--- config.mk ---
export PLATFORM = sky130hd
export DESIGN_NAME = instr_fetch_unit
export DESIGN_NICKNAME = d
export VERILOG_FILES = /design/src/rtl/cpu_pkg.sv /design/src/rtl/fetch_len_dec.sv /design/src/rtl/instr_fetch_unit.sv
export SDC_FILE = /design/constraint.sdc
export NUM_CORES = 1
export LEC_CHECK = 0
export CAP_MARGIN = 20
export CORE_ASPECT_RATIO = 0.5
export CORE_MARGIN = 10
export CORE_UTILIZATION = 50
export CTS_CLUSTER_DIAMETER = 30
export CTS_CLUSTER_SIZE = 16
export DETAILED_ROUTE_END_ITERATION = 8
export GPL_TIMING_DRIVEN = 0
export HOLD_SLACK_MARGIN = 0.08
export PLACE_DENSITY = 0.81
export SKIP_CTS_REPAIR_TIMING = 1
export SYNTH_ARGS = -nofsm -noshare
export SYNTH_HDL_FRONTEND = slang
export SYNTH_SLANG_ARGS = --single-unit
--- constraint.sdc ---
create_clock -name clk -period 3.3 [get_ports clk]
set_input_delay 0.495 -clock clk [delete_from_list [all_inputs] [get_ports clk]]
set_output_delay 0.495 -clock clk [all_outputs]
set_load 0.01 [all_outputs]
--- src/rtl/cpu_pkg.sv ---
// Shared CPU constants: opcodes, addressing modes and the fetch FSM state type.
package cpu_pkg;

    localparam logic [5:0] JMP   = 6'b001_001;
    localparam logic [5:0] BEQL  = 6'b010_000;
    localparam logic [5:0] BNEQL = 6'b010_001;
    localparam logic [5:0] LOAD  = 6'b100_000;
    localparam logic [5:0] POP   = 6'b100_100;
    localparam logic [5:0] PUSH  = 6'b100_110;
    localparam logic [5:0] ADD   = 6'b110_000;

    localparam logic [2:0] REGDIR = 3'b000;
    localparam logic [2:0] MEMDIR = 3'b001;
    localparam logic [2:0] PCREL  = 3'b010;
    localparam logic [2:0] IMMED  = 3'b111;

    typedef enum logic [2:0] {
        IDLE,
        RD0,
        RD1,
        RD2,
        DONE
    } fetch_state_t;

endpackage

--- src/rtl/fetch_len_dec.sv ---
// Instruction length decoder: says whether the bytes read so far complete the instruction.
module fetch_len_dec
    import cpu_pkg::*;
(
    input  logic [5:0] op,
    input  logic [2:0] funct,
    input  logic       after_b1,
    output logic       done
);

    always_comb begin
        done = 1'b0;
        if (!after_b1) begin
            done = (op == POP) || (op == PUSH);
        end else if (op == JMP || op == BEQL || op == BNEQL) begin
            done = 1'b1;
        end else if (op == LOAD) begin
            done = 1'b0;
        end else begin
            done = (funct == REGDIR);
        end
    end

endmodule

--- src/rtl/instr_fetch_unit.sv ---
// Byte-serial instruction fetch: reads 1..3 bytes over req/ack and
// presents the assembled IR fields plus pc + length.
module instr_fetch_unit
    import cpu_pkg::*;
#(
    parameter int ADDR_W = 8
) (
    input  logic              clk,
    input  logic              reset,
    input  logic              fetch_start,
    input  logic [ADDR_W-1:0] pc_in,
    output logic              mem_req,
    output logic [ADDR_W-1:0] mem_addr,
    input  logic [7:0]        mem_rdata,
    input  logic              mem_ack,
    output logic [5:0]        op,
    output logic [2:0]        funct,
    output logic [7:0]        ir_b1,
    output logic [7:0]        ir_b2,
    output logic [1:0]        instr_len,
    output logic [ADDR_W-1:0] pc_next,
    output logic              busy,
    output logic              fetch_done
);

    fetch_state_t      state, state_nx;
    logic [ADDR_W-1:0] pc, pc_d, addr_d, pcn_d;
    logic              req_d, busy_d, done_d;
    logic [5:0]        op_d, dec_op;
    logic [2:0]        funct_d;
    logic [7:0]        b1_d, b2_d;
    logic [1:0]        len_d, nbytes;
    logic              ack, len_done;

    // An ack only counts while a request is actually outstanding
    assign ack    = mem_req && mem_ack;
    assign dec_op = (state == RD0) ? mem_rdata[7:2] : op;

    fetch_len_dec u_len_dec (
        .op       (dec_op),
        .funct    (mem_rdata[7:5]),
        .after_b1 (state == RD1),
        .done     (len_done)
    );

    always_ff @(posedge clk) begin
        if (reset) begin
            state      <= IDLE;
            pc         <= '0;
            mem_req    <= 1'b0;
            mem_addr   <= '0;
            op         <= '0;
            funct      <= '0;
            ir_b1      <= '0;
            ir_b2      <= '0;
            instr_len  <= '0;
            pc_next    <= '0;
            busy       <= 1'b0;
            fetch_done <= 1'b0;
        end else begin
            state      <= state_nx;
            pc         <= pc_d;
            mem_req    <= req_d;
            mem_addr   <= addr_d;
            op         <= op_d;
            funct      <= funct_d;
            ir_b1      <= b1_d;
            ir_b2      <= b2_d;
            instr_len  <= len_d;
            pc_next    <= pcn_d;
            busy       <= busy_d;
            fetch_done <= done_d;
        end
    end

    always_comb begin
        state_nx = state;
        case (state)
            IDLE:    if (fetch_start) state_nx = RD0;
            RD0:     if (ack) state_nx = len_done ? DONE : RD1;
            RD1:     if (ack) state_nx = len_done ? DONE : RD2;
            RD2:     if (ack) state_nx = DONE;
            DONE:    state_nx = IDLE;
            default: state_nx = IDLE;
        endcase
    end

    always_comb begin
        case (state)
            RD1:     nbytes = 2'd2;
            RD2:     nbytes = 2'd3;
            default: nbytes = 2'd1;
        endcase
    end

    always_comb begin
        pc_d    = pc;
        req_d   = mem_req;
        addr_d  = mem_addr;
        op_d    = op;
        funct_d = funct;
        b1_d    = ir_b1;
        b2_d    = ir_b2;
        len_d   = instr_len;
        pcn_d   = pc_next;
        busy_d  = busy;
        done_d  = 1'b0;
        case (state)
            IDLE: begin
                if (fetch_start) begin
                    pc_d    = pc_in;
                    addr_d  = pc_in;
                    req_d   = 1'b1;
                    busy_d  = 1'b1;
                    op_d    = '0;
                    funct_d = '0;
                    b1_d    = '0;
                    b2_d    = '0;
                end
            end
            RD0, RD1, RD2: begin
                // A low request inside a read state is the one-cycle gap
                if (!mem_req) begin
                    req_d = 1'b1;
                end else if (mem_ack) begin
                    req_d = 1'b0;
                    case (state)
                        RD0: op_d = mem_rdata[7:2];
                        RD1: begin
                            b1_d    = mem_rdata;
                            funct_d = mem_rdata[7:5];
                        end
                        default: b2_d = mem_rdata;
                    endcase
                    if (state_nx == DONE) begin
                        busy_d = 1'b0;
                        done_d = 1'b1;
                        len_d  = nbytes;
                        pcn_d  = pc + {{(ADDR_W-2){1'b0}}, nbytes};
                    end else begin
                        addr_d = mem_addr + ADDR_W'(1);
                    end
                end
            end
            default: ;
        endcase
    end

endmodule

# ---- Word-level counts from Yosys, hierarchy flattened
# Index checks and enable logic that the tools add are counted.
dict set report word_totals {
  ff_bits 57
  inputBits 20
  output_inout_bits 46
}
dict set report classes {
  addsub 2
  n_eq_ne 17
  mux 44
  bitwise 3
  reduce_logical 18
}
# cell count
set op_table {}
lappend op_table {{$mux 8} 11}
lappend op_table {{$pmux 8 s2} 3}
lappend op_table {{$mux 3} 10}
lappend op_table {{$mux 6} 4}
lappend op_table {{$reduce_and 5->1} 4}
lappend op_table {{$eq 6x6->1 const B} 3}
lappend op_table {{$eq 6x5->1 const B} 2}
lappend op_table {{$ne 2x2->1 const B} 6}
lappend op_table {{$pmux 3 s4} 1}
lappend op_table {{$pmux 6 s2} 1}
lappend op_table {{$mux 1} 10}
lappend op_table {{$add 8x1->8 const B} 1}
lappend op_table {{$add 8x2->8} 1}
lappend op_table {{$reduce_and 4->1} 2}
lappend op_table {{$eq 3x2->1 const B} 2}
lappend op_table {{$eq 6x4->1 const B} 1}
lappend op_table {{$logic_not 3->1} 2}
lappend op_table {{$pmux 3 s2} 1}
lappend op_table {{$pmux 1 s2} 2}
lappend op_table {{$pmux 2 s2} 1}
lappend op_table {{$reduce_and 2->1} 2}
lappend op_table {{$reduce_or 4->1} 1}
lappend op_table {{$eq 3x1->1 const B} 1}
lappend op_table {{$eq 3x3->1 const B} 1}
lappend op_table {{7 further kinds} 11}

# ---- Longest topological paths before layout
# Gate-level depths: netlist of the first run.
dict set report depth {
  ltp_word 15
  ltp_mapped 9
  mapped_depth_nobuf 8
}

# ---- Modules after synthesis
# Synthesis of the first run repeated with hierarchy kept, for this count alone.
dict set report unflattened {
  cells_unflattened 293
  area_unflattened_um2 2587.5
}
# module instances cells_per_inst area_each_um2 seq_area_each_um2
set by_module_without_submodules {}
lappend by_module_without_submodules {instr_fetch_unit 1 285 2517.4 1081.0}
lappend by_module_without_submodules {fetch_len_dec 1 8 70.1 0.0}

# ---- Worst setup path before layout of the first run
# Ideal clock, no wire load.
dict set report synth_path {
  path_kind {reg-to-reg}
  startpoint {register state[0]}
  endpoint {register pc_next[6]}
  arrival_ns 2.072
  slack_ns 1.095
  path_stages_with_launch 9
  n_path_buf 0
  period_less_slack_ns 2.205
  cell_sequence {dfxtp_1 -> or3b_2 -> ha_1 -> fa_1 -> and3_1 -> nand3_1 -> xor2_1 -> o21ai_0 -> nor3b_2}
}
# item line_no
set synth_lines {}
lappend synth_lines {{from (decl)} instr_fetch_unit.sv:26} ;# fetch_state_t state, state_nx;
lappend synth_lines {{from (signal assigned)} instr_fetch_unit.sv:61} ;# state <= state_nx;
lappend synth_lines {{$eq 3x2->1} instr_fetch_unit.sv:89} ;# case (state)
lappend synth_lines {{$pmux 2 s2 *} instr_fetch_unit.sv:89}
lappend synth_lines {{named net nbytes[0]} instr_fetch_unit.sv:32} ;# logic [1:0] len_d, nbytes;
lappend synth_lines {{$add 8x2->8 *} instr_fetch_unit.sv:139} ;# pcn_d = pc + {{(ADDR_W-2){1'b0}}, nbytes};
lappend synth_lines {{to (signal assigned)} instr_fetch_unit.sv:70} ;# pc_next <= pcn_d;
lappend synth_lines {{to (decl)} instr_fetch_unit.sv:21} ;# output logic [ADDR_W-1:0] pc_next,
# Mark *: on every way through the listed nets, which the timed path passes. The rest lies on a longest branch.
# A chain may end at the register's enable or synchronous reset.

# ---- Final worst setup path of the first run
dict set report layout_path {
  startpoint {register state[2]}
  endpoint {register pc_next[7]}
}
# The elaborated chain is that of the path after synthesis.

==> results of run 1 <==
kinds of logic after synthesis:
logic type	after synthesis
AND/OR/NAND/NOR	154
AO/OA/AOI/OAI	74
flip-flops	54
buffers and inverters	29
XOR/XNOR	7
multiplexers	6
adder cells (fa/ha/maj)	4
worst max path at each step:
| stage | startpoint | endpoint |
|---|---|---|
| floorplan | state[0]$_SDFF_PP0_ | pc_next[6]$_SDFFE_PP0P_ |
| global placement | mem_rdata[4] | pc_next[6]$_SDFFE_PP0P_ |
| detailed placement | mem_rdata[4] | pc_next[7]$_SDFFE_PP0P_ |
| CTS | state[2]$_SDFF_PP0_ | pc_next[7]$_SDFFE_PP0P_ |
| global route | state[2]$_SDFF_PP0_ | pc_next[7]$_SDFFE_PP0P_ |
| finish | state[2]$_SDFF_PP0_ | pc_next[7]$_SDFFE_PP0P_ |
routing by layer:
layer / part of all wire [%] / vias to the layer above / global-route usage (%)
li1: - / 1304 / -
met1: 45 / 1304 / 20.75
met2: 46 / 93 / 27.65
met3: 8.2 / 6 / 4.641
met4: 0.71 / 0 / 3.553
met5: 0 / - / 0
registers in the layout (all words and copies together), names as in the netlist:
signal / cells
pc: 8
mem_addr: 8
pc_next: 8
instr_len: 2
busy: 1
fetch_done: 1
funct: 3
state: 3
op: 6
ir_b2: 8
ir_b1: 5
mem_req: 1
critical path, stage by stage, from the launching register on:
cell and delay (ns):
sky130_fd_sc_hd__dfxtp_1 0.38, sky130_fd_sc_hd__clkbuf_1 0.23, sky130_fd_sc_hd__nor2b_1 0.42, sky130_fd_sc_hd__ha_1 0.33, sky130_fd_sc_hd__a21oi_1 0.18, sky130_fd_sc_hd__and4b_1 0.24
sky130_fd_sc_hd__and3_1 0.19, sky130_fd_sc_hd__xnor2_1 0.13, sky130_fd_sc_hd__o21ai_0 0.10, sky130_fd_sc_hd__nor3b_2 0.18
metrics by stage:
stage | util, % | instance area [sq um] | total power [uW]
final | 69.93 | 3591 | 1407
after global routing | 69.93 | 3591 | 1470
after CTS | 69.93 | 3591 | 1411
after detailed placement | 67.88 | 3486 | 997.7
after global placement | 67.88 | 3486 | 990.3
after floorplan | - | 2758 | 881.3
area by class of cell:
| class | instances | area, sq um |
|---|---|---|
| clock buffer | 7 | 96.34 |
| tap | 70 | 87.58 |
| buffer | 28 | 131.4 |
| timing repair buffer | 64 | 640.6 |
| clock inverter | 1 | 8.758 |
| sequential | 54 | 1081 |
| multi-input combinational | 245 | 1541 |
| fill | 419 | 1544 |
| inverter | 1 | 3.754 |
layout by cell type, fill, tap and decap left out, types with 4 or more instances in the layout:
cell	instances
sky130_fd_sc_hd__clkdlybuf4s50_1	64
sky130_fd_sc_hd__o32ai_1	5
sky130_fd_sc_hd__nor3b_2	6
sky130_fd_sc_hd__clkbuf_1	20
sky130_fd_sc_hd__xnor2_1	6
sky130_fd_sc_hd__nand2b_1	22
sky130_fd_sc_hd__a22oi_1	6
sky130_fd_sc_hd__and3_1	4
sky130_fd_sc_hd__buf_4	4
sky130_fd_sc_hd__nand2_1	24
sky130_fd_sc_hd__a21oi_1	37
sky130_fd_sc_hd__nor3_1	15
sky130_fd_sc_hd__or2_2	5
sky130_fd_sc_hd__nand3_1	30
sky130_fd_sc_hd__dfxtp_1	54
sky130_fd_sc_hd__nor2_1	25
sky130_fd_sc_hd__clkbuf_8	7
sky130_fd_sc_hd__o21ai_0	8
sky130_fd_sc_hd__mux2i_1	6
power groups by stage:
stage / Clock (uW) / Combinational, uW / Sequential, uW
floorplan: 0 / 155 / 726
global placement: 0 / 269 / 721
detailed placement: 0 / 275 / 723
CTS: 426 / 276 / 708
global route: 452 / 304 / 714
finish: 420 / 278 / 708
==> impl_metrics.py, run 1 <==
metrics = {
    "sta": {
        "tightestPinTransition_ns": 0.6432,
        "hold_viol": 0,
        "worst_slack_ns": 0.7745,
        "final.period_utilization_pct": 76.53,
        "final-max-slew-violation-count": 0,
        "timing.max_slew.rel_slack_pct": 57.12,
        "setup_violations": 0,
        "maxClockFrequency_ghz": 0.3960,
        "min_period_ns": 2.525,
        "worst_hold_slack_ns": 0.4756,
        "tns_ns": 0,
        "fin_skew_ns": 0.006073,
        "rsz0062_at_grt": "no",
    },
    "drt": {
        "route.vias.total": 2707,
        "post_drt_wl_per_cell_microns": 16.54,
        "drtIter0Drc": 259,
        "post-route-drc-count": 0,
        "via_per_inst": 5.760,
        "detail-route-antenna-nets": 0,
        "drt_first_pass_iters": 5,
        "wirelength_microns": 7773,
    },
    "critical_path": {
        "ff2ff_setup_slack_ns": 0.77,
        "worst_setup_path_start_kind": "register",
        "timing.rr.end": "pc_next[7]$_SDFFE_PP0P_",
        "reg2regPathDepth": 9,
        "critPathArrivalTime_ns": 2.71,
        "timing.critical_path.fanout_max": 10,
        "cp.required_ns": 3.48,
        "criticalPathCategory": "reg2reg",
        "regToRegStartpoint": "state[2]$_SDFF_PP0_",
        "critPathCaptureType": "register",
    },
    "cells_and_area": {
        "nets": 423,
        "number_of_standard_cells_in_the_layout_taps_in_and_fillers_out": 470,
        "drive_gt1_share_pct": 9.000,
        "layout-area-overhead-vs-synth_pct": 30.22,
        "diodes": 0,
    },
    "worst_hold_path": {
        "min_path_type": "reg2reg",
        "worstHoldEndpoint": "ir_b2[1]$_SDFFE_PP0P_",
        "holdPathStages": 2,
        "hold_start": "ir_b2[1]$_SDFFE_PP0P_",
    },
    "logic_synthesis": {
        "synth_area_leader_cell": "sky130_fd_sc_hd__dfxtp_1",
        "synth_adder_area_share_pct": 2.087,
        "synth_compound_area_share_pct": 18.28,
        "async_reset_ff_share_pct": 0,
        "synth_mux_area_share_pct": 2.178,
        "synth_top_flop_cell": "sky130_fd_sc_hd__dfxtp_1",
        "yosys_warnings": 0,
        "ys_seq_area_share_pct": 39.20,
        "post-synth-top-count-cell": "sky130_fd_sc_hd__dfxtp_1",
        "yosys.area_share.simple_pct": 31.13,
        "synth.avg_cell_area_sq_um": 8.407,
        "combinational_family_with_the_most_area_after_synthesis": "simple AND/OR/NAND/NOR gates",
        "synth.lib_cells_used.distinct": 52,
        "ys_ff_latch": 54,
        "post_synth_inst_count": 328,
        "synth_xor_xnor_area_share_pct": 2.223,
        "synthTopCellsByCount": "54 x sky130_fd_sc_hd__dfxtp_1, 37 x sky130_fd_sc_hd__a21oi_1, 30 x sky130_fd_sc_hd__nand3_1, 25 x sky130_fd_sc_hd__nor2_1, 24 x sky130_fd_sc_hd__nand2_1",
        "yosys-top-cells-area": "sky130_fd_sc_hd__dfxtp_1 39%, sky130_fd_sc_hd__a21oi_1 6.7%, sky130_fd_sc_hd__nand3_1 5.4%",
        "synth_top_area_share_pct": 39.20,
        "synth.cell_area_sq_um": 2758,
        "postSynthNetCount": 352,
        "synth_enable_flop_cells": 0,
    },
    "floorplan": {
        "die_h_microns": 72.52,
        "pin_count": 66,
        "die-width_microns": 125.0,
        "floorplan.die_area_sq_um": 9066,
        "starting_density_pct": 53.70,
        "core.rowCount": 18,
        "core_region_area_sq_um": 5135,
    },
    "power_and_ir_drop": {
        "comb_power_share_pct": 19.8,
        "power_frac_clock_pct": 29.9,
        "pwr-share-seq_pct": 50.4,
        "total_switching_power_uw": 405.6,
        "power_density_nw_per_um2": 391.7,
        "internal_power_uw": 1001,
        "vdd_drop_max_mv": 0.2550,
        "swShare_pct": 28.84,
        "leakage_uw": 0.001222,
    },
    "global_routing": {
        "global_route.overflow_total": 0,
        "pin_count_of_the_biggest_net_entering_global_routing": 17,
        "wire_length_of_the_first_global_routing_pass_microns": 12630,
        "antenna_found_initial": 0,
        "number_of_global_route_vias_before_repair": 2563,
        "globalRouteTotalUtil_pct": 16.47,
    },
    "placed_design": {
        "dp_worst_setup_slack_ns": 0.5498,
        "dp_cells": 462,
        "gp_congestion": 0.9439,
        "hpwl_reported_at_the_end_of_detailed_placement_microns": 5813,
        "io_buffers": 64,
    },
    "clocking": {
        "cts_inserted_buffers": 5,
        "tritoncts": "yes",
        "clock_insertion_delay_worst_skew_ns": 0.31,
        "worst_setup_hold_path_clk_slew_ns": 0.10,
        "clock_sink_count": 54,
        "clock_tree.buffer_depth": 2,
        "cts_h_tree_depth": 2,
        "clock_tree.root_cell": "sky130_fd_sc_hd__clkbuf_8",
    },
    "outcome": {
        "outcome": "completed",
    },
    "job": {
        "cap_violations": 0,
    },
}
Power figures use the tool's default switching activity.
==> run 2: changes to the inputs <==
--- a/config.mk
+++ b/config.mk
@@ -8,13 +8,13 @@
 export CAP_MARGIN = 20
 export CORE_ASPECT_RATIO = 0.5
 export CORE_MARGIN = 10
-export CORE_UTILIZATION = 50
+export CORE_UTILIZATION = 45
 export CTS_CLUSTER_DIAMETER = 30
 export CTS_CLUSTER_SIZE = 16
 export DETAILED_ROUTE_END_ITERATION = 8
 export GPL_TIMING_DRIVEN = 0
 export HOLD_SLACK_MARGIN = 0.08
-export PLACE_DENSITY = 0.81
+export PLACE_DENSITY = 0.77
 export SKIP_CTS_REPAIR_TIMING = 1
 export SYNTH_ARGS = -nofsm -noshare
 export SYNTH_HDL_FRONTEND = slang
==> constraint.sdc (replaced) <==
create_clock -name clk -period 2.2 [get_ports clk]
set_input_delay 0.33 -clock clk [delete_from_list [all_inputs] [get_ports clk]]
set_output_delay 0.33 -clock clk [all_outputs]
set_load 0.01 [all_outputs]
==> impl_metrics.py, run 2 (synthesis gave the netlist of run 1 again) <==
metrics = {
    "outcome": {
        "outcome": "completed",
    },
    "power_and_ir_drop": {
        "leakage_uw": 0.001362,
        "vdd_drop_max_mv": 0.3200,
        "power_density_nw_per_um2": 600.4,
    },
    "cells_and_area": {
        "drive_gt1_share_pct": 15.27,
        "layout-area-overhead-vs-synth_pct": 38.38,
        "most_common_cell_after_layout_fill_and_taps_aside": "sky130_fd_sc_hd__clkdlybuf4s50_1",
        "area.sequential_sq_um": 1087,
        "most-common-layout-cells": "59 x sky130_fd_sc_hd__clkdlybuf4s50_1, 51 x sky130_fd_sc_hd__dfxtp_1, 36 x sky130_fd_sc_hd__a21oi_1",
        "nets": 431,
        "area_of_combinational_cells_with_multiple_inputs_sq_um": 1618,
        "diodes": 0,
        "num-fill-cells": 507,
    },
    "critical_path": {
        "endpoint": "pc_next[2]$_SDFFE_PP0P_",
        "cp.required_ns": 2.35,
        "ff2ff_setup_slack_ns": 0.05,
        "critPathSlowestCell": "sky130_fd_sc_hd__dfxtp_4",
        "logic_depth_of_the_worst_setup_path_including_buffers": 8,
        "worstPathCellList": "or3b_1 -> buf_6 -> a2111oi_4 -> o21ai_4 -> a31oi_4 -> buf_6 -> o21ai_0 -> nor3b_2",
        "critPathArrivalTime_ns": 2.30,
        "critPathCaptureType": "register",
        "criticalPathCategory": "reg2reg",
        "buffers_inverters_on_critical_path": 2,
        "regToRegStartpoint": "state[0]$_SDFF_PP0_",
        "reg2regPathDepth": 8,
        "cpMostUsedCell": "sky130_fd_sc_hd__buf_6",
        "timing.critical_path.slowest_cell_delay_ns": 0.37,
        "worst_setup_path_start_kind": "register",
        "timing.rr.end": "pc_next[2]$_SDFFE_PP0P_",
        "timing.critical_path.fanout_max": 6,
        "worst_path_dominant_cell_family": "compound AO/OA/AOI/OAI gates",
        "worst_setup_path_startpoint": "state[0]$_SDFF_PP0_",
    },
    "drt": {
        "post-route-drc-count": 0,
        "detail-route-antenna-nets": 0,
        "via_per_inst": 5.675,
        "post_drt_wl_per_cell_microns": 17.30,
        "drtIter0Drc": 203,
        "wirelength_microns": 8358,
        "drt_first_pass_iters": 4,
        "route.vias.total": 2741,
    },
    "sta": {
        "worst_slack_ns": 0.05073,
        "tightestPinTransition_ns": 0.6478,
        "setup_violations": 0,
        "timing.max_slew.rel_slack_pct": 56.81,
        "min_period_ns": 2.149,
        "maxClockFrequency_ghz": 0.4653,
        "rsz0062_at_grt": "yes",
        "fin_skew_ns": 0.005204,
        "final-max-slew-violation-count": 0,
        "final.period_utilization_pct": 97.69,
        "hold_viol": 0,
        "worst_hold_slack_ns": 0.4202,
    },
    "placed_design": {
        "hpwl_reported_at_the_end_of_detailed_placement_microns": 5946,
        "gp_congestion": 0.8913,
        "dp_worst_setup_slack_ns": -0.4161,
        "io_buffers": 64,
    },
    "clocking": {
        "clock_sink_count": 54,
        "clock_tree.root_cell": "sky130_fd_sc_hd__clkbuf_16",
        "tritoncts": "yes",
        "cts_h_tree_depth": 2,
        "clock_tree.buffer_depth": 2,
        "worst_setup_hold_path_clk_slew_ns": 0.07,
        "cts_inserted_buffers": 5,
        "clock_insertion_delay_worst_skew_ns": 0.29,
    },
    "global_routing": {
        "antenna_found_initial": 0,
        "globalRouteTotalUtil_pct": 15.49,
        "pin_count_of_the_biggest_net_entering_global_routing": 15,
        "number_of_global_route_vias_before_repair": 2555,
        "wire_length_of_the_first_global_routing_pass_microns": 12480,
        "global_route.overflow_total": 0,
    },
    "floorplan": {
        "core.rowCount": 20,
        "die-width_microns": 130.7,
        "pin_count": 66,
        "starting_density_pct": 45.92,
        "die_h_microns": 75.36,
        "core_region_area_sq_um": 6006,
        "floorplan.die_area_sq_um": 9849,
    },
    "worst_hold_path": {
        "min_path_type": "in2reg",
    },
    "job": {
        "cap_violations": 0,
    },
}
[run 2: worst min-delay path by stage]
stage                          startpoint                     to  slack [ns]  cells past startpoint
detailed placement  ir_b2[0]$_SDFFE_PP0P_  ir_b2[0]$_SDFFE_PP0P_        0.46                      2
finish                       mem_rdata[2]  ir_b2[2]$_SDFFE_PP0P_        0.42                      3
global placement    ir_b2[0]$_SDFFE_PP0P_  ir_b2[0]$_SDFFE_PP0P_        0.46                      2
floorplan              pc[7]$_SDFFE_PP0P_     pc[7]$_SDFFE_PP0P_        0.45                      2
global route                 mem_rdata[2]  ir_b2[2]$_SDFFE_PP0P_        0.44                      3
CTS                 ir_b2[0]$_SDFFE_PP0P_  ir_b2[0]$_SDFFE_PP0P_        0.47                      2
[run 2: final cells by class]
| type | instances | share of cell area (%) |
|---|---|---|
| plain buffers | 28 | 4.131 |
| well taps | 77 | 2.525 |
| flip-flops and latches | 54 | 28.49 |
| repair buffers | 72 | 18.72 |
| clock buffers | 6 | 3.639 |
| multi-input cells | 245 | 42.39 |
| inverters | 1 | 0.09836 |
[run 2: worst reg2reg max path, delay by kind of cell (launching register included)]
kind,cells,cell delay (ns)
and+or+nand+nor,2,0.53
buffers and inverters,2,0.31
AOI/OAI and AO/OA,4,0.80
DFF,1,0.37
[run 2: through the flow]
step / cells / power [uW] / util (%) / instance area (sq um) / setup TNS [ns]
CTS: 475 / 2262 / 60.54 / 3636 / -2.633
global placement: 469 / 1486 / 58.23 / 3497 / -9.567
detailed placement: 469 / 1498 / 58.23 / 3497 / -11.89
global route: 483 / 2385 / 63.54 / 3816 / -0.09694
floorplan: 328 / 1322 / - / 2760 / 0
finish: 483 / 2291 / 63.54 / 3816 / 0
[run 2: routing by layer]
metal  vias to the layer above  global-route usage, %  wire length, microns  part of all wire (%)
met4                         0                  3.182                    64                  0.77
met1                      1326                  19.13                  3464                    41
met5                         -                      0                     0                     0
met3                         6                  4.028                   642                   7.7
li1                       1318                      -                     -                     -
met2                        91                  26.96                  4186                    50
[run 2: where the power goes]
part / switching [uW] / internal, uW
registers: 46.7 / 1020
clock network: 333 / 441
logic: 237 / 213
total: 617 / 1670
==> edit 1, RTL diff (flow settings as in run 1) <==
Make the reset (`reset`) asynchronous in one clocked block.
--- a/src/rtl/instr_fetch_unit.sv
+++ b/src/rtl/instr_fetch_unit.sv
@@ -44,5 +44,5 @@
     );
 
-    always_ff @(posedge clk) begin
+    always_ff @(posedge clk or posedge reset) begin
         if (reset) begin
             state      <= IDLE;
Behaviour: differs if reset is asserted again (counterexample within 4 cycles, from zero or initial values and one cycle with reset high); with reset held inactive, the same outputs for 4 cycles.
==> edit 1 against run 1 <==
- routed wire length down 8.2%
- cell area down 0.21%
- core utilization up 0.47 points
- first-iteration DRC count down 42%
- via count down 15%
- setup slack worse by 0.20 ns
- largest cell class is now sequential cells
- global-route usage down 0.72 points
- non-clock buffer count down 7
- area after synthesis down 1.5%
- sequential cell count unchanged
Power is not compared: it rests on default switching activity, and its combinational part moved more than twofold at a synthesized area within 25%.
==> edit 1: results <==
group,metric,value,unit
run_status,outcome,"finished, final reports clean",
detailed_routing,drtPass1Iterations,4,
placed_design,routabilityCongestion,0.804,
global_route,grt_pass1_vias,2403,
global_route,grt_start_max_net_pins,31,
global_route,grt_pass1_wl,11900,microns
critical_path,critPathSlowestCell,"clkdlybuf4s50_1",
synthesis,syn_nets,288,
global_route,grtUsageMet1,18.0,%
detailed_routing,wl_met3,498,microns
detailed_routing,wl_met1,2970,microns
placed_design,io_buffers,65,
synthesis,async_flop_share,100,%
timing,whs,0.489,ns
placed_design,dpl.hpwl,5390,microns
detailed_routing,vias,2307,
placed_design,dp_cells,400,
critical_path,r2r-start,"state[0]",
global_route,antenna_found_initial,0,
synthesis,syn_area_per_cell,10.3,sq um
final_layout,final_nets,361,
cts,cts_made_buffers,5,
global_route,track_usage,15.7,%
critical_path,r2r_slack,0.74,ns
synthesis,yosys-top-cells-count,"54 x dfrtp_1, 43 x nand2_1, 25 x o21ai_0, 15 x nor2_1, 13 x clkbuf_1",
timing,clock-skew-final,0.0120,ns
critical_path,startpoint,"mem_rdata[7]",
final_layout,drive_gt1_share,12.7,%
critical_path,path_class,"in -> reg",
synthesis,synth_fa_ha_area_share,2.12,%
detailed_routing,wire_per_inst,17.5,microns
critical_path,worstPathArrival,2.93,ns
final_layout,fill_cells,411,
synthesis,yosys-top-cells-area,"dfrtp_1 50%, nand2_1 5.9%, o21ai_0 4.6%, mux2_2 4.1%, mux2_4 3.9%",
synthesis,synth.distinct_cells,47,
synthesis,synth_xor_area_share,2.26,%
placed_design,pre_cts_ws,0.299,ns
min_path,hold_depth,2,
min_path,hold_start,"ir_b1[4]",
critical_path,rr_endpoint,"pc_next[2]",
critical_path,r2r_cells,7,
synthesis,synth_mux_area_share,8.39,%
global_route,met2_usage,28.0,%
synthesis,synth_compound_area_share,16.2,%
synthesis,seq_area_frac_synth,49.8,%
min_path,worstHoldEndpoint,"ir_b1[4]",
synthesis,synth_ff_type,"dfrtp_1",
timing,worst_slack,0.577,ns
detailed_routing,drt-initial-drc-count,150,
detailed_routing,avgViaCountPerCell,5.65,
[edit 1: changes by cell type after synthesis, sizes merged, moves of 7 or more]
cell           run 1  this run
dfrtp              0        54
dfxtp             54         0
a21oi             38         9
nand3             30         7
nand2b            22         0
nand2             24        43
o21ai              9        27
mux2               0        17
nor3              16         5
nor2              25        15
clkbuf            20        13
o22a               0         7
[edit 1: layout make-up]
class / count / area [sq um] / area share (%)
buffer: 19 / 98.8 / 2.76
clock buffer: 6 / 72.6 / 2.03
clock inverter: 2 / 37.5 / 1.05
inverter: 4 / 15.0 / 0.419
multi-input combinational: 187 / 1250 / 34.9
sequential: 54 / 1350 / 37.7
tap: 70 / 87.6 / 2.44
timing repair buffer: 66 / 671 / 18.7
[edit 1: power by group]
group	internal, mW	switching [mW]
registers	0.967	0.257
clock network	0.227	0.220
logic	1.04	0.993
==> edit 2, RTL diff (flow settings as in run 1) <==
Made on the original files. Change the parameter `ADDR_W` from 8 to 9.
--- a/src/rtl/instr_fetch_unit.sv
+++ b/src/rtl/instr_fetch_unit.sv
@@ -4,5 +4,5 @@
     import cpu_pkg::*;
 #(
-    parameter int ADDR_W = 8
+    parameter int ADDR_W = 9
 ) (
     input  logic              clk,
Ports: changed (resized mem_addr, pc_in and pc_next); port bits go from 66 to 69. No check against the original RTL was run, so the function may have changed too.
==> edit 2 against run 1 <==
- routed wire length up 1.4%
- cell count up 2.8%
- sequential cell count increased by 3
- power is 23% higher
- die area is 1.4% lower
- largest power group unchanged
- area after synthesis fell by 1.8%
- cell area rose by 2.0%
- setup slack lost 0.16 ns
==> edit 2: results <==
group,metric,value,unit
cts,insertion_delay,0.34,ns
global_route,grt_start_max_net_pins,11,
detailed_routing,wl,7880,microns
synthesis,yosys-top-cells-area,"dfxtp_1 42%, a21oi_1 8.3%, nor2_1 6.5%, nand2_1 6.1%, nand3_1 3.1%",
final_layout,nClkBuffers,12,
detailed_routing,met2_length,3620,microns
placed_design,pre_cts_ws,0.380,ns
global_route,grtUsageMet1,20.8,%
cts,clkTransAtPathRegs,0.07,ns
power,vdd_ir_drop_max,0.000236,V
global_route,grtUsageMet3,6.49,%
cts,cts_made_buffers,9,
synthesis,synthesis.instances,331,
global_route,met2_usage,29.1,%
run_status,outcome,"finished, final reports clean",
placed_design,io_buffers,67,
detailed_routing,wl_met1,3190,microns
synthesis,yosys-top-cells-count,"57 x dfxtp_1, 47 x nor2_1, 45 x a21oi_1, 44 x nand2_1, 17 x nand3_1",
synthesis,netlist.area_leader.share,42.1,%
final_layout,n_all_buffers,90,
final_layout,final_nets,434,
power,switching_share,28.0,%
critical_path,worstPathArrival,2.89,ns
final_layout,drive_gt1_share,8.96,%
final_layout,regArea,1140,sq um
global_route,track_usage,17.8,%
placed_design,routabilityCongestion,0.924,
global_route,grt_pass1_wl,12800,microns
placed_design,dp_cells,468,
synthesis,syn_nets,356,
synthesis,synth.distinct_cells,50,
final_layout,clkCellAreaFrac,5.33,%
power,cellLeakagePower,1.27,nW
cts,htree_levels,3,
critical_path,r2r_cells,10,
final_layout,fin_cells,483,
final_layout,nonClkBufAreaFrac,21.5,%
timing,relSlewSlack,59.6,%
-- edit 2: cell types whose count changed after synthesis, sizes merged, moves of 6 or more --
cell | before | now
a21oi | 38 | 46
nand2 | 24 | 44
a211oi | 3 | 9
nand2b | 22 | 5
nor2 | 25 | 48
nand3 | 30 | 17
nor3b | 9 | 3
clkbuf | 20 | 14
-- edit 2: worst paths after layout --
| check | startpoint | endpoint | slack, ns |
|---|---|---|---|
| worst max-delay path | state[1] | mem_addr[8] | 0.62 |
| worst max register to register | state[1] | mem_addr[8] | 0.62 |
| worst min-delay path | ir_b2[7] | ir_b2[7] | 0.46 |
| worst min register to register | ir_b2[7] | ir_b2[7] | 0.46 |
-- edit 2: stage by stage --
stage	power, mW	area (sq um)
after detailed placement	1.08	3470
after global routing	1.81	3660
final	1.73	3660
after floorplan	0.950	2710
after CTS	1.74	3660
after global placement	1.08	3470
-- edit 2: power groups by stage --
stage / Clock [mW] / Sequential (mW) / Combinational (mW)
6_report: 0.655 / 0.754 / 0.321
5_1_grt: 0.695 / 0.759 / 0.352
4_1_cts: 0.664 / 0.753 / 0.320
3_5_place_dp: 0 / 0.768 / 0.315
3_3_place_gp: 0 / 0.767 / 0.309
2_1_floorplan: 0 / 0.773 / 0.176
-- edit 2: tightest hold or removal path, stage by stage (launching register included) --
cell     delay [ns]
dfxtp_1        0.31
nand2_1        0.05
a21oi_1        0.05
-- edit 2: cells by family (layout without fill, tap and decap cells) --
group,count (synthesis),count (layout),share of synthesized area (%)
simple gates,150,150,26.7
mux,8,8,3.00
fa+ha+maj,4,4,2.12
compound gates,77,77,18.7
xor+xnor,8,8,2.59
buf+inv,27,109,4.80
flops,57,57,42.1
